[config.mk]
export PLATFORM = sky130hd
export DESIGN_NAME = spi_target
export DESIGN_NICKNAME = d
export VERILOG_FILES = /design/src/rtl/spi_target_pkg.sv /design/src/rtl/spi_target_fifo.sv /design/src/rtl/spi_target.sv
export SDC_FILE = /design/constraint.sdc
export NUM_CORES = 1
export LEC_CHECK = 0
export CAP_MARGIN = 20
export CORE_MARGIN = 2
export CORE_UTILIZATION = 40
export DETAILED_ROUTE_END_ITERATION = 6
export PLACE_DENSITY_LB_ADDON = 0.1
export SYNTH_ARGS = -nofsm -noshare
export SYNTH_HDL_FRONTEND = slang
export SYNTH_SLANG_ARGS = --single-unit
[constraint.sdc]
create_clock -name clk -period 4.6 [get_ports clk]
set_input_delay 0.92 -clock clk [delete_from_list [all_inputs] [get_ports clk]]
set_output_delay 0.92 -clock clk [all_outputs]
set_load 0.01 [all_outputs]
[src/rtl/spi_target_pkg.sv]
// Shared definitions for the SPI target: register offsets, STATUS bit
// positions, word width and a helper that assembles the STATUS word.
package spi_target_pkg;

    localparam int WORD_W = 16;

    // Register offsets relative to BASE_ADDR
    localparam logic [15:0] OFS_DATA   = 16'd0;
    localparam logic [15:0] OFS_STATUS = 16'd1;

    // STATUS bit positions
    localparam int ST_RX_VALID  = 0;
    localparam int ST_TX_EMPTY  = 1;
    localparam int ST_OVERRUN   = 2;
    localparam int ST_UNDERRUN  = 3;
    localparam int ST_FRAME_ERR = 4;
    localparam int ST_BUSY      = 5;
    localparam int ST_OCC_LSB   = 8;
    localparam int ST_OCC_W     = 3;

    typedef struct packed {
        logic busy;
        logic frame_err;
        logic underrun;
        logic overrun;
        logic tx_empty;
        logic rx_valid;
    } status_flags_t;

    function automatic logic [WORD_W-1:0] pack_status(input status_flags_t f,
                                                      input logic [ST_OCC_W-1:0] occ);
        logic [WORD_W-1:0] s;
        s = '0;
        s[ST_RX_VALID]  = f.rx_valid;
        s[ST_TX_EMPTY]  = f.tx_empty;
        s[ST_OVERRUN]   = f.overrun;
        s[ST_UNDERRUN]  = f.underrun;
        s[ST_FRAME_ERR] = f.frame_err;
        s[ST_BUSY]      = f.busy;
        s[ST_OCC_LSB +: ST_OCC_W] = occ;
        return s;
    endfunction

endpackage

[src/rtl/spi_target_fifo.sv]
// RX FIFO for the SPI target. Only compiled when SPI_TARGET_FIFO_EN is
// defined; otherwise the top uses a single holding register instead.
// A push into a full FIFO is accepted only if a pop happens in the same
// cycle. head reads 0 while empty.
`ifdef SPI_TARGET_FIFO_EN
module spi_target_fifo #(
    parameter int DEPTH = 4,
    parameter int W     = 16
) (
    input  logic                     clk,
    input  logic                     reset,
    input  logic                     push,
    input  logic                     pop,
    input  logic [W-1:0]             wdata,
    output logic [W-1:0]             head,
    output logic                     full,
    output logic                     empty,
    output logic [$clog2(DEPTH):0]   count
);
    localparam int AW = $clog2(DEPTH);
    localparam int CW = AW + 1;

    logic [W-1:0]  mem [DEPTH];
    logic [AW-1:0] rd_ptr;
    logic [AW-1:0] wr_ptr;
    logic          do_pop;
    logic          do_push;

    assign empty   = (count == '0);
    assign full    = (count == CW'(DEPTH));
    assign do_pop  = pop & ~empty;
    assign do_push = push & (~full | do_pop);
    assign head    = empty ? '0 : mem[rd_ptr];

    // Storage array, written on every accepted push
    always_ff @(posedge clk) begin
        if (do_push) mem[wr_ptr] <= wdata;
    end

    // Pointers and occupancy; simultaneous push and pop leave count unchanged
    always_ff @(posedge clk) begin
        if (reset) begin
            rd_ptr <= '0;
            wr_ptr <= '0;
            count  <= '0;
        end else begin
            if (do_push) wr_ptr <= wr_ptr + AW'(1);
            if (do_pop)  rd_ptr <= rd_ptr + AW'(1);
            case ({do_push, do_pop})
                2'b10:   count <= count + CW'(1);
                2'b01:   count <= count - CW'(1);
                default: count <= count;
            endcase
        end
    end

endmodule
`endif

[src/rtl/spi_target.sv]
// SPI mode-0 target (16-bit words, MSB first) with a j1 IO register pair:
// DATA at BASE_ADDR (read = RX head and pop, write = TX holding) and
// STATUS at BASE_ADDR+1 (W1C on the error flags).
// Build option: define SPI_TARGET_FIFO_EN to get an RX_DEPTH-entry RX FIFO
// with occupancy in STATUS[10:8]; without it RX is one holding register.
// The TX holding register is consumed at every word start (ssb fall and
// each 16th sck rise); starting a word with it empty sends zeros and sets
// underrun.
module spi_target
    import spi_target_pkg::*;
#(
    parameter logic [15:0] BASE_ADDR = 16'h4000,
    parameter int          RX_DEPTH  = 4
) (
    input  logic        clk,
    input  logic        reset,
    input  logic        sck,
    input  logic        ssb,
    input  logic        mosi,
    output logic        miso,
    output logic        miso_oe,
    input  logic        io_rd,
    input  logic        io_wr,
    input  logic [15:0] mem_addr,
    input  logic [15:0] dout,
    output logic [15:0] io_din
);
    localparam int RX_CNT_W = $clog2(RX_DEPTH) + 1;

    logic [2:0]        sck_s;
    logic [2:0]        ssb_s;
    logic [2:0]        mosi_s;
    logic              sck_rise;
    logic              sck_fall;
    logic              ssb_fall;
    logic              ssb_rise;
    logic              active;
    logic              bit_rise;
    logic              bit_fall;
    logic              word_done;
    logic              tx_load;
    logic [3:0]        bit_cnt;
    logic [WORD_W-2:0] rx_shift;
    logic [WORD_W-1:0] rx_word;
    logic              push;
    logic [WORD_W-1:0] tx_shift;
    logic [WORD_W-1:0] tx_hold;
    logic [WORD_W-1:0] tx_next;
    logic              tx_empty;
    logic              overrun;
    logic              underrun;
    logic              frame_err;
    logic              sel_data;
    logic              sel_stat;
    logic              data_rd;
    logic              data_wr;
    logic              stat_wr;
    logic              rx_pop;
    logic              rx_full;
    logic              rx_empty;
    logic [WORD_W-1:0] rx_head;
    logic [RX_CNT_W-1:0] rx_count;
    status_flags_t     flags;
    logic [WORD_W-1:0] status;

    // Three-flop synchronizers; idle values match an unselected bus
    always_ff @(posedge clk) begin
        if (reset) begin
            sck_s  <= 3'b000;
            ssb_s  <= 3'b111;
            mosi_s <= 3'b000;
        end else begin
            sck_s  <= {sck_s[1:0], sck};
            ssb_s  <= {ssb_s[1:0], ssb};
            mosi_s <= {mosi_s[1:0], mosi};
        end
    end

    assign sck_rise  = sck_s[1] & ~sck_s[2];
    assign sck_fall  = ~sck_s[1] & sck_s[2];
    assign ssb_fall  = ~ssb_s[1] & ssb_s[2];
    assign ssb_rise  = ssb_s[1] & ~ssb_s[2];
    assign active    = ~ssb_s[2];
    assign miso_oe   = active;
    assign bit_rise  = active & sck_rise & ~ssb_rise;
    assign bit_fall  = active & sck_fall & ~ssb_rise;
    assign word_done = bit_rise & (bit_cnt == 4'd15);
    assign tx_load   = ssb_fall | word_done;
    assign tx_next   = tx_empty ? '0 : tx_hold;

    // Bit engine: counter, shift registers, miso and the registered RX push
    always_ff @(posedge clk) begin
        if (reset) begin
            bit_cnt  <= '0;
            rx_shift <= '0;
            rx_word  <= '0;
            push     <= 1'b0;
            tx_shift <= '0;
            miso     <= 1'b0;
        end else begin
            push <= word_done;
            if (word_done) rx_word <= {rx_shift, mosi_s[2]};
            if (ssb_fall) begin
                // First bit goes straight to miso; the rest waits in tx_shift
                bit_cnt  <= '0;
                tx_shift <= tx_next << 1;
                miso     <= tx_next[WORD_W-1];
            end else if (ssb_rise) begin
                bit_cnt <= '0;
                miso    <= 1'b0;
            end else if (bit_rise) begin
                rx_shift <= {rx_shift[WORD_W-3:0], mosi_s[2]};
                bit_cnt  <= bit_cnt + 4'd1;
                // Unshifted reload: the next fall presents bit 15 of the new word
                if (bit_cnt == 4'd15) tx_shift <= tx_next;
            end else if (bit_fall) begin
                miso     <= tx_shift[WORD_W-1];
                tx_shift <= tx_shift << 1;
            end else if (!active) begin
                miso <= 1'b0;
            end
        end
    end

    assign sel_data = (mem_addr == BASE_ADDR + OFS_DATA);
    assign sel_stat = (mem_addr == BASE_ADDR + OFS_STATUS);
    assign data_rd  = io_rd & sel_data;
    assign data_wr  = io_wr & sel_data;
    assign stat_wr  = io_wr & sel_stat;
    assign rx_pop   = data_rd & ~rx_empty;

    // TX holding register: consumed at each word start, refilled by DATA writes
    always_ff @(posedge clk) begin
        if (reset) begin
            tx_hold  <= '0;
            tx_empty <= 1'b1;
        end else begin
            if (tx_load) tx_empty <= 1'b1;
            if (data_wr) begin
                tx_hold  <= dout;
                tx_empty <= 1'b0;
            end
        end
    end

`ifdef SPI_TARGET_FIFO_EN
    spi_target_fifo #(
        .DEPTH (RX_DEPTH),
        .W     (WORD_W)
    ) u_rx_fifo (
        .clk   (clk),
        .reset (reset),
        .push  (push),
        .pop   (rx_pop),
        .wdata (rx_word),
        .head  (rx_head),
        .full  (rx_full),
        .empty (rx_empty),
        .count (rx_count)
    );
`else
    logic [WORD_W-1:0] rx_hold;
    logic              rx_valid_r;

    // Single-entry RX: a push replaces the word only if it is free or being read
    always_ff @(posedge clk) begin
        if (reset) begin
            rx_hold    <= '0;
            rx_valid_r <= 1'b0;
        end else if (push && (!rx_valid_r || rx_pop)) begin
            rx_hold    <= rx_word;
            rx_valid_r <= 1'b1;
        end else if (rx_pop) begin
            rx_valid_r <= 1'b0;
        end
    end

    assign rx_full  = rx_valid_r;
    assign rx_empty = ~rx_valid_r;
    assign rx_head  = rx_valid_r ? rx_hold : '0;
    assign rx_count = '0;
`endif

    // Sticky error flags; a set in the same cycle as its W1C wins
    always_ff @(posedge clk) begin
        if (reset) begin
            overrun   <= 1'b0;
            underrun  <= 1'b0;
            frame_err <= 1'b0;
        end else begin
            overrun   <= (push & rx_full & ~rx_pop)
                       | (overrun & ~(stat_wr & dout[ST_OVERRUN]));
            underrun  <= (tx_load & tx_empty)
                       | (underrun & ~(stat_wr & dout[ST_UNDERRUN]));
            frame_err <= (ssb_rise & (bit_cnt != 4'd0))
                       | (frame_err & ~(stat_wr & dout[ST_FRAME_ERR]));
        end
    end

    // STATUS word assembly
    always_comb begin
        flags           = '0;
        flags.rx_valid  = ~rx_empty;
        flags.tx_empty  = tx_empty;
        flags.overrun   = overrun;
        flags.underrun  = underrun;
        flags.frame_err = frame_err;
        flags.busy      = active;
        status          = pack_status(flags, ST_OCC_W'(rx_count));
    end

    // Read mux; zero when neither register is addressed so it can be ORed
    always_comb begin
        io_din = '0;
        if (sel_data)      io_din = rx_head;
        else if (sel_stat) io_din = status;
    end

endmodule

# After elaboration in Yosys (flattened, before gate mapping)

Index checks and enable logic that the tools add are counted.
Widths: inputs -> output; s select.

Flip-flop bits (word level): 99
Input bits: 39
Output and inout bits: 18
Word-level logic and storage cells: 95

Add/sub/neg operators: 1
Eq/ne operators: 7
Multiplexer cells: 18
Bitwise operators: 37
Reductions and logical operators: 15

Operators by type and width:

| cell                 | count |
|---|---|
| $mux 16              | 8 |
| $eq 16x15->1 const B | 2 |
| $and 1x1->1          | 23 |
| $not 1->1            | 10 |
| $mux 1               | 9 |
| $reduce_and 3->1     | 3 |
| $reduce_bool 4->1    | 2 |
| $mux 6               | 1 |
| $reduce_bool 2->1    | 3 |
| $add 4x1->4 const B  | 1 |
| $eq 4x4->1 const B   | 1 |
| $or 1x1->1           | 4 |
| $ne 3x2->1 const B   | 1 |
| $ne 3x3->1 const B   | 1 |
| $reduce_bool 3->1    | 1 |
| $reduce_or 3->1      | 1 |
| $ne 2x1->1 const B   | 1 |
| $ne 2x2->1 const B   | 1 |
| $reduce_and 2->1     | 1 |
| $reduce_or 2->1      | 1 |
| $logic_and 1x1->1    | 1 |
| $logic_not 1->1      | 1 |
| $logic_or 1x1->1     | 1 |

# Depth between registers and ports, before layout

Gate-level depths: netlist of the first run.

Depth after elaboration: 8
Depth in mapped cells: 9
Mapped depth without buffers: 6

# Worst setup path before layout of the first run

Ideal clock, no wire load.

Path type: in2out
Start: input port mem_addr[7]
End: output port io_din[10]
Data arrival time: 2.077 ns
Data required time: 3.680 ns
Setup slack: 1.603 ns
Stages on the path: 5
Buffers on the path: 1
Cell sequence: nor4_4 -> nand4_1 -> nor2_2 -> buf_4 -> and2_1

Longest elaborated chain between the ends: 2

Ends and longest elaborated chain:

| element         | RTL line          | text |
|---|---|---|
| start, declared | spi_target.sv:24  | `input logic [15:0] mem_addr,` |
| $eq 16x15->1    | spi_target.sv:125 | `assign sel_data = (mem_addr == BASE_ADDR + OFS_DATA);` |
| $mux 16         | spi_target.sv:215 | `if (sel_data) io_din = rx_head;` |
| end, declared   | spi_target.sv:26  | `output logic [15:0] io_din` |

No other way between the ends.

# Worst setup path after layout of the first run

Start: input port mem_addr[0]
End: output port io_din[8]

The elaborated chain is that of the path after synthesis.

==> summary.txt, run 1 <==
CTS
  • Clock transition at path regs: 0.06 ns
  • CTS Sinks: 99
  • TritonCTS clock tree: done
  • TritonCTS buffer count: 9
  • Cts repair resizes: 0
  • Hold Buf Count CTS: 0
  • Post-CTS setup buffers: 0
  • Worst-skew pair later-pin latency: 0.35 ns
  • Clock buffer depth: 2
  • CTS H-tree lvls: 3
  • Clk root buf: clkbuf_16

GRT
  • Met2 usage: 32.34%
  • Global-route wire length before repair: 20510 um
  • Met1 Resource Use GR: 25.17%
  • Largest net degree at the start of global routing: 75
  • Grt met3 use: 3.135%
  • Vias in the first global route: 4057
  • Initial antenna violation count: 0
  • Total track usage: 19.76%
  • GRT overflow: 0
  • Gr busiest metal: met2

Timing
  • Slew margin rel.: 27.66%
  • RSZ-0062 raised after global routing: no
  • Fin crit period: 4.110 ns
  • Setup violations, final: 0
  • Final hold violations: 0
  • Clk_skew: 0.006448 ns
  • Slew @ Worst Pin: 1.081 ns
  • Setup TNS: 0 ns
  • Post-route clock period utilization: 89.34%
  • Peak Freq: 243.3 MHz
  • Slew Limit Fails: 0

Run
  • Max-cap violations: 0

Layout
  • Register Area: 1982 um2
  • Area of the multi-input gates: 2567 um2
  • Nets@finish: 641
  • Util after Layout: 48.14%
  • Area growth from synthesis to layout: 18.52%
  • Ant diodes: 0
  • Filler cell count: 1202
  • Layout cell share with drive strength beyond 1: 8.970%

Critical path
  • Req. time, crit path: 3.68 ns
  • Reg2Reg Setup Slack: 1.57 ns
  • Critical path peak fanout: 15
  • Kind of launch point of the worst setup path: input pin
  • Worst EP arrival: 3.19 ns
  • Setup CP Type: input pin to primary output
  • Crit. End Element: primary output

Hold path
  • Worst Hold Class: flop to flop

Power
  • Clock Power Share: 43.2%
  • Combinational power share: 7.9%
  • Power Dens Cells: 321.9 nW/um2
  • Psw: 0.4103 mW
  • Pleak: 1.914 nW
  • Internal power: 1.436 mW
  • Reg power frac: 48.9%
  • Peak VDD IR: 0.1991 mV
  • Switching Fraction: 22.22%

Die
  • Core Area: 11910 um2
  • Core Rows: 40
  • Chip Width: 114.0 um
  • I/O pins: 57
  • Die ar.: 12990 um2
  • Die H: 114.0 um
  • Initial core utilization: 40.62%

Detailed routing
  • Drt drc: 0
  • Vias per Instance: 5.753
  • WL final: 12370 um
  • Total number of vias: 4309
  • Initial DRC count: 314
  • Drt pass-1 iters: 5
  • Routed WL per cell: 16.52 um
  • ANT nets after route: 0

Placed design
  • Post-DP HPWL: 7944 um
  • Gpl congestion: 0.7909
  • # port buffers: 56

Synthesis
  • Synth async-reset ratio: 0%
  • Post-synth EDFFs: 0
  • Syn avg cell area: 8.444 um2
  • Register area share after synthesis: 40.96%
  • Ys flop type: dfxtp_1
  • Synthesized flop and latch total: 99
  • Netlist Area Pre-Place: 4838 um2
  • Synth cell types: 48
  • Syn nets: 617
  • Synth Warn #: 0
  • Syn Inst Count: 573

Status
  • Status: finished clean
==> final cells by class <==
class | instances | area share [%]
multi-input cells | 410 | 44.77
inverters | 11 | 0.7201
flip-flops and latches | 99 | 34.56
repair buffers | 66 | 11.35
well taps | 147 | 3.207
clock inverters | 6 | 1.396
clock buffers | 10 | 3.993
==> cell usage in the layout, fill, tap and decap left out, types with 8 or more instances in the layout <==
master and count:
a32oi_1 17, or3_1 15, and2_1 12, nor3b_1 16, nor2_1 8, clkdlybuf4s50_1 55, o21ai_0 21, a22oi_1 15
dfxtp_1 99, nor3_1 8, o311ai_1 13, nand4_1 20, nand2_1 102, inv_1 9, mux2_2 15, o221ai_1 15
nor2b_1 16, clkbuf_16 9, buf_4 9, a21oi_1 67, and2b_1 8
==> metal layers <==
metal	part of all wire (%)	vias to the layer above	routed length, um
met4	3.5	0	432
met2	48	100	5948
met1	45	2050	5576
met5	0	-	0
li1	-	2134	-
met3	3.3	25	414
==> worst paths after layout <==
check,to,from,depth (start not counted)
worst max-delay path,io_din[8],mem_addr[0],6
worst max register to register,rx_word[7],ssb_s[2],8
worst min register to register,ssb_s[1],ssb_s[0],1
worst min-delay path,ssb_s[1],ssb_s[0],1
==> flip-flops by register name (all words and copies together) (netlist names), 3 cells and up <==
name / cells
rx_word: 16
mosi_s: 3
tx_hold: 16
rx_hold: 16
rx_shift: 15
ssb_s: 3
tx_shift: 16
bit_cnt: 4
sck_s: 3
==> cell usage after synthesis (all sizes together) (16+ instances only) <==
master	n	area, um2
nor2b	17	106.4
a32oi	17	148.9
o21ai	21	105.1
nand4	20	125.1
a21oi	68	351.6
nor3b	16	120.1
nand2	103	389.1
clkbuf	35	132.6
o311ai	16	140.1
dfxtp	99	1982
buf	18	117.6
==> kinds of logic (layout without fill, tap and decap cells) <==
| logic type | after synthesis | after routing | share of synthesized area (%) |
|---|---|---|---|
| xor gates and xnor gates | 3 | 3 | 0.5432 |
| buffers and inverters | 64 | 93 | 6.025 |
| DFF | 99 | 99 | 40.96 |
| and+or+nand+nor | 225 | 225 | 25.47 |
| muxes | 15 | 15 | 3.491 |
| AOI/OAI and AO/OA | 162 | 162 | 22.21 |
| adders and majority gates | 5 | 5 | 1.293 |
==> per-stage QoR <==
step / hold slack [ns] / std cells / power, mW / cell area (um2) / worst slack (ns)
2_1_floorplan: 0.3895 / 573 / 1.009 / 4838 / 1.603
3_3_place_gp: 0.3992 / 732 / 1.065 / 5398 / 0.5682
3_5_place_dp: 0.3966 / 732 / 1.069 / 5398 / 0.5145
4_1_cts: 0.4135 / 748 / 1.869 / 5707 / 0.5026
5_1_grt: 0.4554 / 749 / 1.915 / 5734 / 0.3414
6_report: 0.4108 / 749 / 1.846 / 5734 / 0.4902
==> critical path, stage by stage <==
cell,delay (ns)
clkdlybuf4s50_1,0.52
nor4_1,0.36
nand4_1,0.19
nor2_2,0.44
and2_1,0.22
clkdlybuf4s50_1,0.54
==> power by group through the flow <==
stage,clock network (mW),logic [mW],registers [mW]
2_1_floorplan,0,0.0930,0.916
3_3_place_gp,0,0.142,0.923
3_5_place_dp,0,0.146,0.923
4_1_cts,0.819,0.146,0.903
5_1_grt,0.848,0.161,0.906
6_report,0.797,0.146,0.903
(Power assumes the default switching activity.)
==> run 2, diff against run 1 <==
CORE_UTILIZATION = 43   (was 40)
GPL_ROUTABILITY_DRIVEN = 0   (was not set)
==> run 2 against run 1 <==
Against the previous run:
- clock skew grew 0.0064 ns
- critical path depth is the same
- global-route usage grew 1.3 points
- final cell count shrank 1.1%
- maximum frequency shrank 1.7%
- die area shrank 6.7%
- routed wire length grew 0.37%
- sequential share of layout area grew 0.56 points
- core utilization grew 3.7 points
- clock power shrank 19%
- non-clock buffer count shrank 1
==> summary.txt, run 2 (synthesis results as in run 1) <==
Critical path
  • RR Endpoint: tx_shift[15] (was rx_word[7])
  • Largest stage delay on the critical path: 0.54 ns (about the same)
  • Kind of launch point of the worst setup path: input pin (unchanged)
  • Setup CP Type: input pin to primary output (unchanged)
  • CP startpoint: mem_addr[0] (unchanged)
  • Delay-heaviest family, CP: simple AND/OR/NAND/NOR gates (unchanged)
  • Crit path buffers/inverters: 2 (unchanged)
  • Req. time, crit path: 3.68 ns (about the same)
  • WP depth: 6 (unchanged)
  • Crit. End Element: primary output (unchanged)
  • Reg-to-Reg Start: ssb_s[2] (unchanged)
  • CP most frequent cell: clkdlybuf4s50_1 (unchanged)
  • CP max-delay cell: clkdlybuf4s50_1 (unchanged)
  • Capture point of the worst path: io_din[11] (was io_din[8])
  • Reg2Reg Setup Slack: 1.62 ns (was 1.57 ns)
  • Worst-path cell chain: clkdlybuf4s50_1 > nor4_1 > nand4_1 > nor2_2 > and2_1 > clkdlybuf4s50_1 (unchanged)
  • Worst r2r path cells: 8 (unchanged)
  • Critical path peak fanout: 15 (unchanged)
  • Worst EP arrival: 3.26 ns (was 3.19 ns)

Detailed routing
  • Total number of vias: 4321 (was 4309)
  • ANT nets after route: 0 (unchanged)
  • Initial DRC count: 349 (was 314)
  • Drt drc: 0 (unchanged)
  • Routed WL per cell: 16.76 um (was 16.52 um)
  • WL final: 12420 um (was 12370 um)
  • Drt pass-1 iters: 4 (was 5)
  • Vias per Instance: 5.831 (was 5.753)

GRT
  • Global-route wire length before repair: 19910 um (was 20510 um)
  • Vias in the first global route: 3994 (was 4057)
  • Total track usage: 21.09% (was 19.76%)
  • Largest net degree at the start of global routing: 83 (was 75)
  • Initial antenna violation count: 0 (unchanged)
  • GRT overflow: 0 (unchanged)

Timing
  • Post-route clock period utilization: 90.88% (was 89.34%)
  • Final hold violations: 0 (unchanged)
  • Slew @ Worst Pin: 1.019 ns (was 1.081 ns)
  • Setup violations, final: 0 (unchanged)
  • Fin crit period: 4.181 ns (was 4.110 ns)
  • Slew Limit Fails: 0 (unchanged)
  • Setup TNS: 0 ns (unchanged)
  • Peak Freq: 239.2 MHz (was 243.3 MHz)
  • Slew margin rel.: 31.78% (was 27.66%)
  • RSZ-0062 raised after global routing: no (unchanged)
  • Clk_skew: 0.01289 ns (was 0.006448 ns)

Power
  • Power Dens Cells: 300.5 nW/um2 (was 321.9 nW/um2)
  • Tot Pwr: 1.696 mW (was 1.846 mW)
  • Pleak: 1.868 nW (was 1.914 nW)
  • Peak VDD IR: 0.2111 mV (was 0.1991 mV)

Run
  • Max-cap violations: 0 (unchanged)

Layout
  • Ant diodes: 0 (unchanged)
  • Layout cell share with drive strength beyond 1: 8.985% (was 8.970%)
  • Commonest cells after routing, fill and taps aside: 102 x nand2_1, 99 x dfxtp_1, 67 x a21oi_1 (unchanged)
  • Most common cell after layout, fill and taps aside: nand2_1 (unchanged)
  • Nets@finish: 640 (was 641)
  • Area growth from synthesis to layout: 16.63% (was 18.52%)

CTS
  • Clock buffer depth: 2 (unchanged)
  • Worst-skew pair later-pin latency: 0.38 ns (was 0.35 ns)
  • Clk root buf: clkbuf_8 (was clkbuf_16)
  • Post-CTS setup buffers: 0 (unchanged)
  • CTS Sinks: 99 (unchanged)
  • CTS H-tree lvls: 3 (unchanged)
  • Clock transition at path regs: 0.10 ns (was 0.06 ns)
  • TritonCTS buffer count: 9 (unchanged)
  • Hold Buf Count CTS: 0 (unchanged)
  • TritonCTS clock tree: done (unchanged)
  • Cts repair resizes: 0 (unchanged)

Status
  • Status: finished clean (unchanged)

Die
  • I/O pins: 57 (unchanged)
  • Die H: 110.1 um (was 114.0 um)
  • Core Area: 10890 um2 (was 11910 um2)
  • Chip Width: 110.1 um (was 114.0 um)
  • Die ar.: 12120 um2 (was 12990 um2)
  • Core Rows: 38 (was 40)
  • Initial core utilization: 44.44% (was 40.62%)

Hold path
  • Worst Hold Class: flop to flop (unchanged)

Placed design
  • # port buffers: 56 (unchanged)
  • Post-DP HPWL: 7928 um (was 7944 um)
run 2: cell types whose count changed in the layout (fill, tap and decap cells not counted):
cell / change
clkbuf_16: -9
clkbuf_1: -1
clkinv_2: -3
clkinv_4: +1
clkinv_8: +1
buf_4: -1
clkbuf_8: +9
inv_6: +1
inv_8: +1
run 2: worst min-delay path by stage:
stage	end	startpoint	slack [ns]	cells after the start
floorplan	ssb_s[1]	ssb_s[0]	0.39	1
global placement	ssb_s[1]	ssb_s[0]	0.40	1
detailed placement	ssb_s[1]	ssb_s[0]	0.40	1
CTS	ssb_s[1]	ssb_s[0]	0.42	1
global route	ssb_s[1]	ssb_s[0]	0.45	1
finish	ssb_s[1]	ssb_s[0]	0.42	1
run 2: stage by stage:
stage	area [um2]	std cells	utilization (%)	worst slack (ns)	hold WS, ns
after floorplan	4838	573	-	1.603	0.3895
after global placement	5374	723	49.36	0.5949	0.3965
after detailed placement	5374	723	49.36	0.4290	0.3973
after CTS	5608	739	51.51	0.4048	0.4239
after global routing	5643	741	51.83	0.2654	0.4508
final	5643	741	51.83	0.4194	0.4206
run 2: layer usage:
layer,vias up,wire (um),GRT usage [%],part of all wire [%]
met5,-,0,0,0
met4,0,270,6.872,2.2
met3,18,435,4.879,3.5
met2,77,6428,36.59,52
met1,2100,5283,25.70,43
li1,2126,-,-,-
run 2: where the power goes:
group          switching [mW]  total, mW  internal [mW]
Combinational          0.0706      0.146         0.0757
Sequential             0.0159      0.903          0.887
Clock                   0.330      0.647          0.317
run 2: cell type report:
| cell class | instances | area, um2 |
|---|---|---|
| inverter | 11 | 41.29 |
| sequential | 99 | 1982 |
| tap | 140 | 175.2 |
| timing repair buffer | 65 | 643.1 |
| clock buffer | 9 | 123.9 |
| multi-input combinational | 410 | 2567 |
| fill | 1050 | 5245 |
| clock inverter | 7 | 110.1 |
run 2: worst register-to-register path, cell delays in order (launching register included):
cell and delay, ns:
dfxtp_1 0.52, inv_1 0.21, ha_1 0.35, nor4b_4 0.23, buf_4 0.33, and2_1 0.57
buf_4 0.35, o221ai_1 0.16, a21oi_1 0.18
==> run 3, diff against run 2 <==
RECOVER_POWER = 25   (was not set)
SETUP_SLACK_MARGIN = 0.4   (was not set)
==> run 3 against run 2 <==
Against the previous run:
- the run now ends with capacitance limit, slew limit left
- maximum frequency increased by 2.9%
- combinational power hardly changed
- non-clock buffer count unchanged
- clock skew increased by 0.0021 ns
- clock power hardly changed
- core utilization hardly changed
- via count about the same
- largest cell class unchanged
- largest power group unchanged
==> summary.txt, run 3 (synthesis results as in run 1) <==
Placed design
  • Post-DP HPWL: 7928 um (unchanged)
  • Placed Area: 5374 um2 (unchanged)
  • Placed Cells: 723 (unchanged)
  • # port buffers: 56 (unchanged)

GRT
  • Total track usage: 21.09% (unchanged)
  • Largest net degree at the start of global routing: 83 (unchanged)
  • GRT overflow: 0 (unchanged)
  • Global-route wire length before repair: 19910 um (unchanged)
  • Initial antenna violation count: 0 (unchanged)
  • Vias in the first global route: 3994 (unchanged)

Timing
  • Setup TNS: 0 ns (unchanged)
  • Final hold violations: 0 (unchanged)
  • Slew Limit Fails: 134 (was 0)
  • RSZ-0062 raised after global routing: no (unchanged)
  • Clk_skew: 0.01497 ns (was 0.01289 ns)
  • Setup violations, final: 0 (unchanged)
  • Slew margin rel.: -11.55% (was 31.78%)
  • Fin crit period: 4.064 ns (was 4.181 ns)
  • Hold Slack: 0.4207 ns (was 0.4206 ns)
  • Peak Freq: 246.1 MHz (was 239.2 MHz)
  • Slew @ Worst Pin: 1.673 ns (was 1.019 ns)
  • Post-route clock period utilization: 88.34% (was 90.88%)

Critical path
  • Crit. End Element: primary output (unchanged)
  • Kind of launch point of the worst setup path: input pin (unchanged)
  • Delay-heaviest family, CP: simple AND/OR/NAND/NOR gates (unchanged)
  • Largest stage delay on the critical path: 0.54 ns (about the same)
  • CP most frequent cell: clkdlybuf4s50_1 (unchanged)
  • Crit path buffers/inverters: 2 (unchanged)
  • Worst EP arrival: 3.14 ns (was 3.26 ns)
  • Req. time, crit path: 3.68 ns (about the same)
  • Setup CP Type: input pin to primary output (unchanged)
  • CP max-delay cell: clkdlybuf4s50_1 (unchanged)
  • Critical path peak fanout: 15 (unchanged)
  • Worst-path cell chain: clkdlybuf4s50_1 > nor4_1 > nand4_1 > nor2_4 > and2_1 > clkdlybuf4s50_1 (was clkdlybuf4s50_1 > nor4_1 > nand4_1 > nor2_2 > and2_1 > clkdlybuf4s50_1)

Power
  • Power Dens Cells: 300.4 nW/um2 (was 300.5 nW/um2)
  • Pleak: 1.857 nW (was 1.868 nW)
  • Peak VDD IR: 0.2117 mV (was 0.2111 mV)

Layout
  • Nets@finish: 640 (unchanged)
  • Ant diodes: 0 (unchanged)
  • Layout cell share with drive strength beyond 1: 8.486% (was 8.985%)
  • Filler cell count: 1052 (was 1050)
  • Area growth from synthesis to layout: 16.55% (was 16.63%)
  • Final instance area: 5639 um2 (was 5643 um2)
  • Most common cell after layout, fill and taps aside: nand2_1 (unchanged)
  • Fin cells: 741 (unchanged)
  • Commonest cells after routing, fill and taps aside: 103 x nand2_1, 99 x dfxtp_1, 67 x a21oi_1 (was 102 x nand2_1, 99 x dfxtp_1, 67 x a21oi_1)

Detailed routing
  • Vias per Instance: 5.833 (was 5.831)
  • DR top layer: met4 (unchanged)
  • Met1 Wirelength: 5265 um (was 5283 um)
  • WL final: 12420 um (about the same)
  • Initial DRC count: 363 (was 349)
  • Met2 wire length: 6503 um (was 6428 um)
  • Met3 wire len: 423 um (was 435 um)
  • ANT nets after route: 0 (unchanged)
  • Routed WL per cell: 16.76 um (about the same)
  • Total number of vias: 4322 (was 4321)
  • Drt pass-1 iters: 6 (was 4)
  • Drt drc: 0 (unchanged)

CTS
  • CTS Sinks: 99 (unchanged)
  • TritonCTS clock tree: done (unchanged)
  • Worst-skew pair later-pin latency: 0.38 ns (about the same)
  • CTS H-tree lvls: 3 (unchanged)
  • Hold Buf Count CTS: 0 (unchanged)
  • Clock buffer depth: 2 (unchanged)
  • TritonCTS buffer count: 9 (unchanged)
  • Clk root buf: clkbuf_8 (unchanged)
  • Clock transition at path regs: 0.11 ns (was 0.10 ns)

Status
  • Violated checks: capacitance limit, slew limit
  • Status: finished with violations (was finished clean)

Hold path
  • Worst Hold Class: flop to flop (unchanged)

Die
  • Die H: 110.1 um (unchanged)
  • Die ar.: 12120 um2 (unchanged)
  • Core Area: 10890 um2 (unchanged)
  • Core Rows: 38 (unchanged)
  • Initial core utilization: 44.44% (unchanged)
  • I/O pins: 57 (unchanged)
  • Chip Width: 110.1 um (unchanged)

Run
  • Max-cap violations: 2 (was 0)
## run 3: changes by cell type in the layout (fill, tap and decap cells not counted), sizes merged
cell           delta
clkbuf            +2
buf               -2
clkdlybuf4s50     -1
dlygate4sd3       +1
## run 3: per-layer routing
| metal | track usage [%] | vias up |
|---|---|---|
| met4 | 6.872 | 0 |
| li1 | - | 2132 |
| met5 | 0 | - |
| met2 | 36.59 | 71 |
| met1 | 25.70 | 2102 |
| met3 | 4.879 | 17 |
## run 3: power by group
group	switching, mW	internal, mW
Combinational	0.0702	0.0740
Clock	0.331	0.317
Sequential	0.0159	0.887
Total	0.417	1.28
## run 3: path summary, 6_finish.rpt
| check | startpoint | endpoint | slack [ns] | cells past startpoint |
|---|---|---|---|---|
| worst max-delay path | mem_addr[0] | io_din[11] | 0.54 | 6 |
| worst min-delay path | ssb_s[0] | ssb_s[1] | 0.42 | 1 |
| worst max register to register | ssb_s[2] | tx_shift[15] | 0.72 | 7 |
| worst min register to register | ssb_s[0] | ssb_s[1] | 0.42 | 1 |
## run 3: through the flow
stage / worst slack (ns) / util (%) / power (mW)
final: 0.5363 / 51.79 / 1.694
after global routing: 0.2915 / 51.79 / 1.764
after CTS: 0.4048 / 51.51 / 1.716
after detailed placement: 0.4290 / 49.36 / 1.068
after global placement: 0.5949 / 49.36 / 1.064
after floorplan: 1.603 / - / 1.009
## run 3: timing repair
item                                    CTS  global route
gates resized for setup                   0             1
setup buffers                             0             0
endpoints found under the setup margin    0            15
## run 3: layout make-up
cell class                 count  area [um2]  share of cell area [%]
multi-input combinational    410        2570                   45.57
sequential                    99        1982                   35.15
timing repair buffer          65       636.9                   11.29
tap                          140       175.2                   3.106
clock buffer                   9       123.9                   2.197
clock inverter                 7       110.1                   1.953
inverter                      11       41.29                  0.7322
==> RTL edit (config.mk and constraints of run 1) <==
Register the output `io_din`, with the module's reset; this adds one clock of latency there. The other outputs are not delayed to match.
--- a/src/rtl/spi_target.sv
+++ b/src/rtl/spi_target.sv
@@ -28,2 +28,4 @@
     localparam int RX_CNT_W = $clog2(RX_DEPTH) + 1;
+
+    logic [15:0] io_din_d;
 
@@ -213,5 +215,13 @@
     always_comb begin
-        io_din = '0;
-        if (sel_data)      io_din = rx_head;
-        else if (sel_stat) io_din = status;
+        io_din_d = '0;
+        if (sel_data)      io_din_d = rx_head;
+        else if (sel_stat) io_din_d = status;
+    end
+
+    always_ff @(posedge clk) begin
+        if (reset) begin
+            io_din <= '0;
+        end else begin
+            io_din <= io_din_d;
+        end
     end
Formal check against the unedited RTL: not equivalent (a bounded check fails within 4 cycles, from zero or initial values and one cycle with reset high).
==> RTL edit against run 1 <==
Clock power is 61% higher. Setup slack improved by 1.1 ns. Synthesized area up 6.2%. Sequential cell count up 16. Total power up 34%. Design area increased by 11%. Utilization increased by 2.3 points. Critical path depth up 2. Routed wire length is 1.7% higher. Synthesized cell count up 4.5%. Largest cell class unchanged.
==> RTL edit: results (changes against run 1) <==
\begin{tabular}{lr}
\hline
Metric & Value \\
\hline
\multicolumn{2}{l}{\textbf{Critical path}} \\
\quad Crit path max-delay cell type & sky130\_fd\_sc\_hd\_\_dfxtp\_1 \\
\quad Largest stage delay, worst path & 0.56 ns (+0.02 ns) \\
\quad Critical Path Fanout Max & 24 (+9) \\
\multicolumn{2}{l}{\textbf{Placement}} \\
\quad Area after DPL & 5730 um\^{}2 (+6.1\%) \\
\quad Placed Instances & 783 (+7.0\%) \\
\multicolumn{2}{l}{\textbf{Logic synthesis}} \\
\quad Compound-gate portion of the synthesized area & 20.7\% (-1.5 points) \\
\quad Post-synthesis adder-cell area fraction & 1.22\% (-0.075 points) \\
\quad Multiplexer share of the synthesized area & 3.48\% (-0.0084 points) \\
\quad Most frequent cells after synthesis & sky130\_fd\_sc\_hd\_\_dfxtp\_1 (115), sky130\_fd\_sc\_hd\_\_nand2\_1 (102), sky130\_fd\_sc\_hd\_\_a21oi\_1 (70) \\
\quad Synthesized net count & 643 (+4.2\%) \\
\quad Synthesized instance count & 599 (+4.5\%) \\
\multicolumn{2}{l}{\textbf{GRT}} \\
\quad Overall routing resource usage & 18.4\% (-1.4 points) \\
\quad First-pass GRT wire length & 20600 um (+0.64\%) \\
\quad Met2 capacity usage during global routing & 26.4\% (-6.0 points) \\
\quad Met1 global-route usage & 25.6\% (+0.45 points) \\
\multicolumn{2}{l}{\textbf{Pwr}} \\
\quad LEAKAGE & 2.15 nW (+12\%) \\
\quad Worst-case vdd ir drop & 0.000262 V (+32\%) \\
\multicolumn{2}{l}{\textbf{Final layout}} \\
\quad Net count of the finished layout & 676 (+5.5\%) \\
\quad Finished Layout Cells & 816 (+8.9\%) \\
\quad Fraction of area in multi-input gates & 40.3\% (-4.5 points) \\
\quad Fillers & 1186 (-1.3\%) \\
\quad Clock tree cell share of total cell area & 9.06\% (+3.7 points) \\
\quad FF+latch count & 115 (+16\%) \\
\multicolumn{2}{l}{\textbf{Status}} \\
\quad Status & finished clean \\
\multicolumn{2}{l}{\textbf{Timing}} \\
\quad Hold WS & 0.406 ns (-0.00476 ns) \\
\quad Worst clock skew on the final layout & 0.00691 ns (+0.000463 ns) \\
\quad Share of the clock period used by the worst path after layout & 64.9\% (-24 points) \\
\multicolumn{2}{l}{\textbf{Route}} \\
\quad Via-per-instance ratio & 5.49 (-4.5\%) \\
\multicolumn{2}{l}{\textbf{Floorplanning}} \\
\quad Die Area & 13800 um\^{}2 (+6.0\%) \\
\multicolumn{2}{l}{\textbf{Clock network}} \\
\quad Later-pin clock latency in the skew report & 0.41 ns (+0.06 ns) \\
\quad Number of levels the H-tree was split into & 4 (+1) \\
\hline
\end{tabular}
## RTL edit: changes by cell type in the layout (fill, tap and decap cells not counted), moves of 4 or more
cell	before	now
sky130_fd_sc_hd__nand4_1	20	3
sky130_fd_sc_hd__dfxtp_1	99	115
sky130_fd_sc_hd__nand3_1	3	17
sky130_fd_sc_hd__o311ai_0	3	16
sky130_fd_sc_hd__o311ai_1	13	0
sky130_fd_sc_hd__and2b_1	8	0
sky130_fd_sc_hd__clkbuf_16	9	17
sky130_fd_sc_hd__nor2b_1	16	24
sky130_fd_sc_hd__nor2_1	8	14
sky130_fd_sc_hd__a22o_1	5	0
sky130_fd_sc_hd__and3_1	1	5
## RTL edit: report_power, final
| part | total (W) | switching [W] | internal (W) |
|---|---|---|---|
| Sequential | 0.00105 | 0.0000186 | 0.00103 |
| Combinational | 0.000148 | 0.0000710 | 0.0000772 |
| Clock | 0.00128 | 0.000443 | 0.000841 |
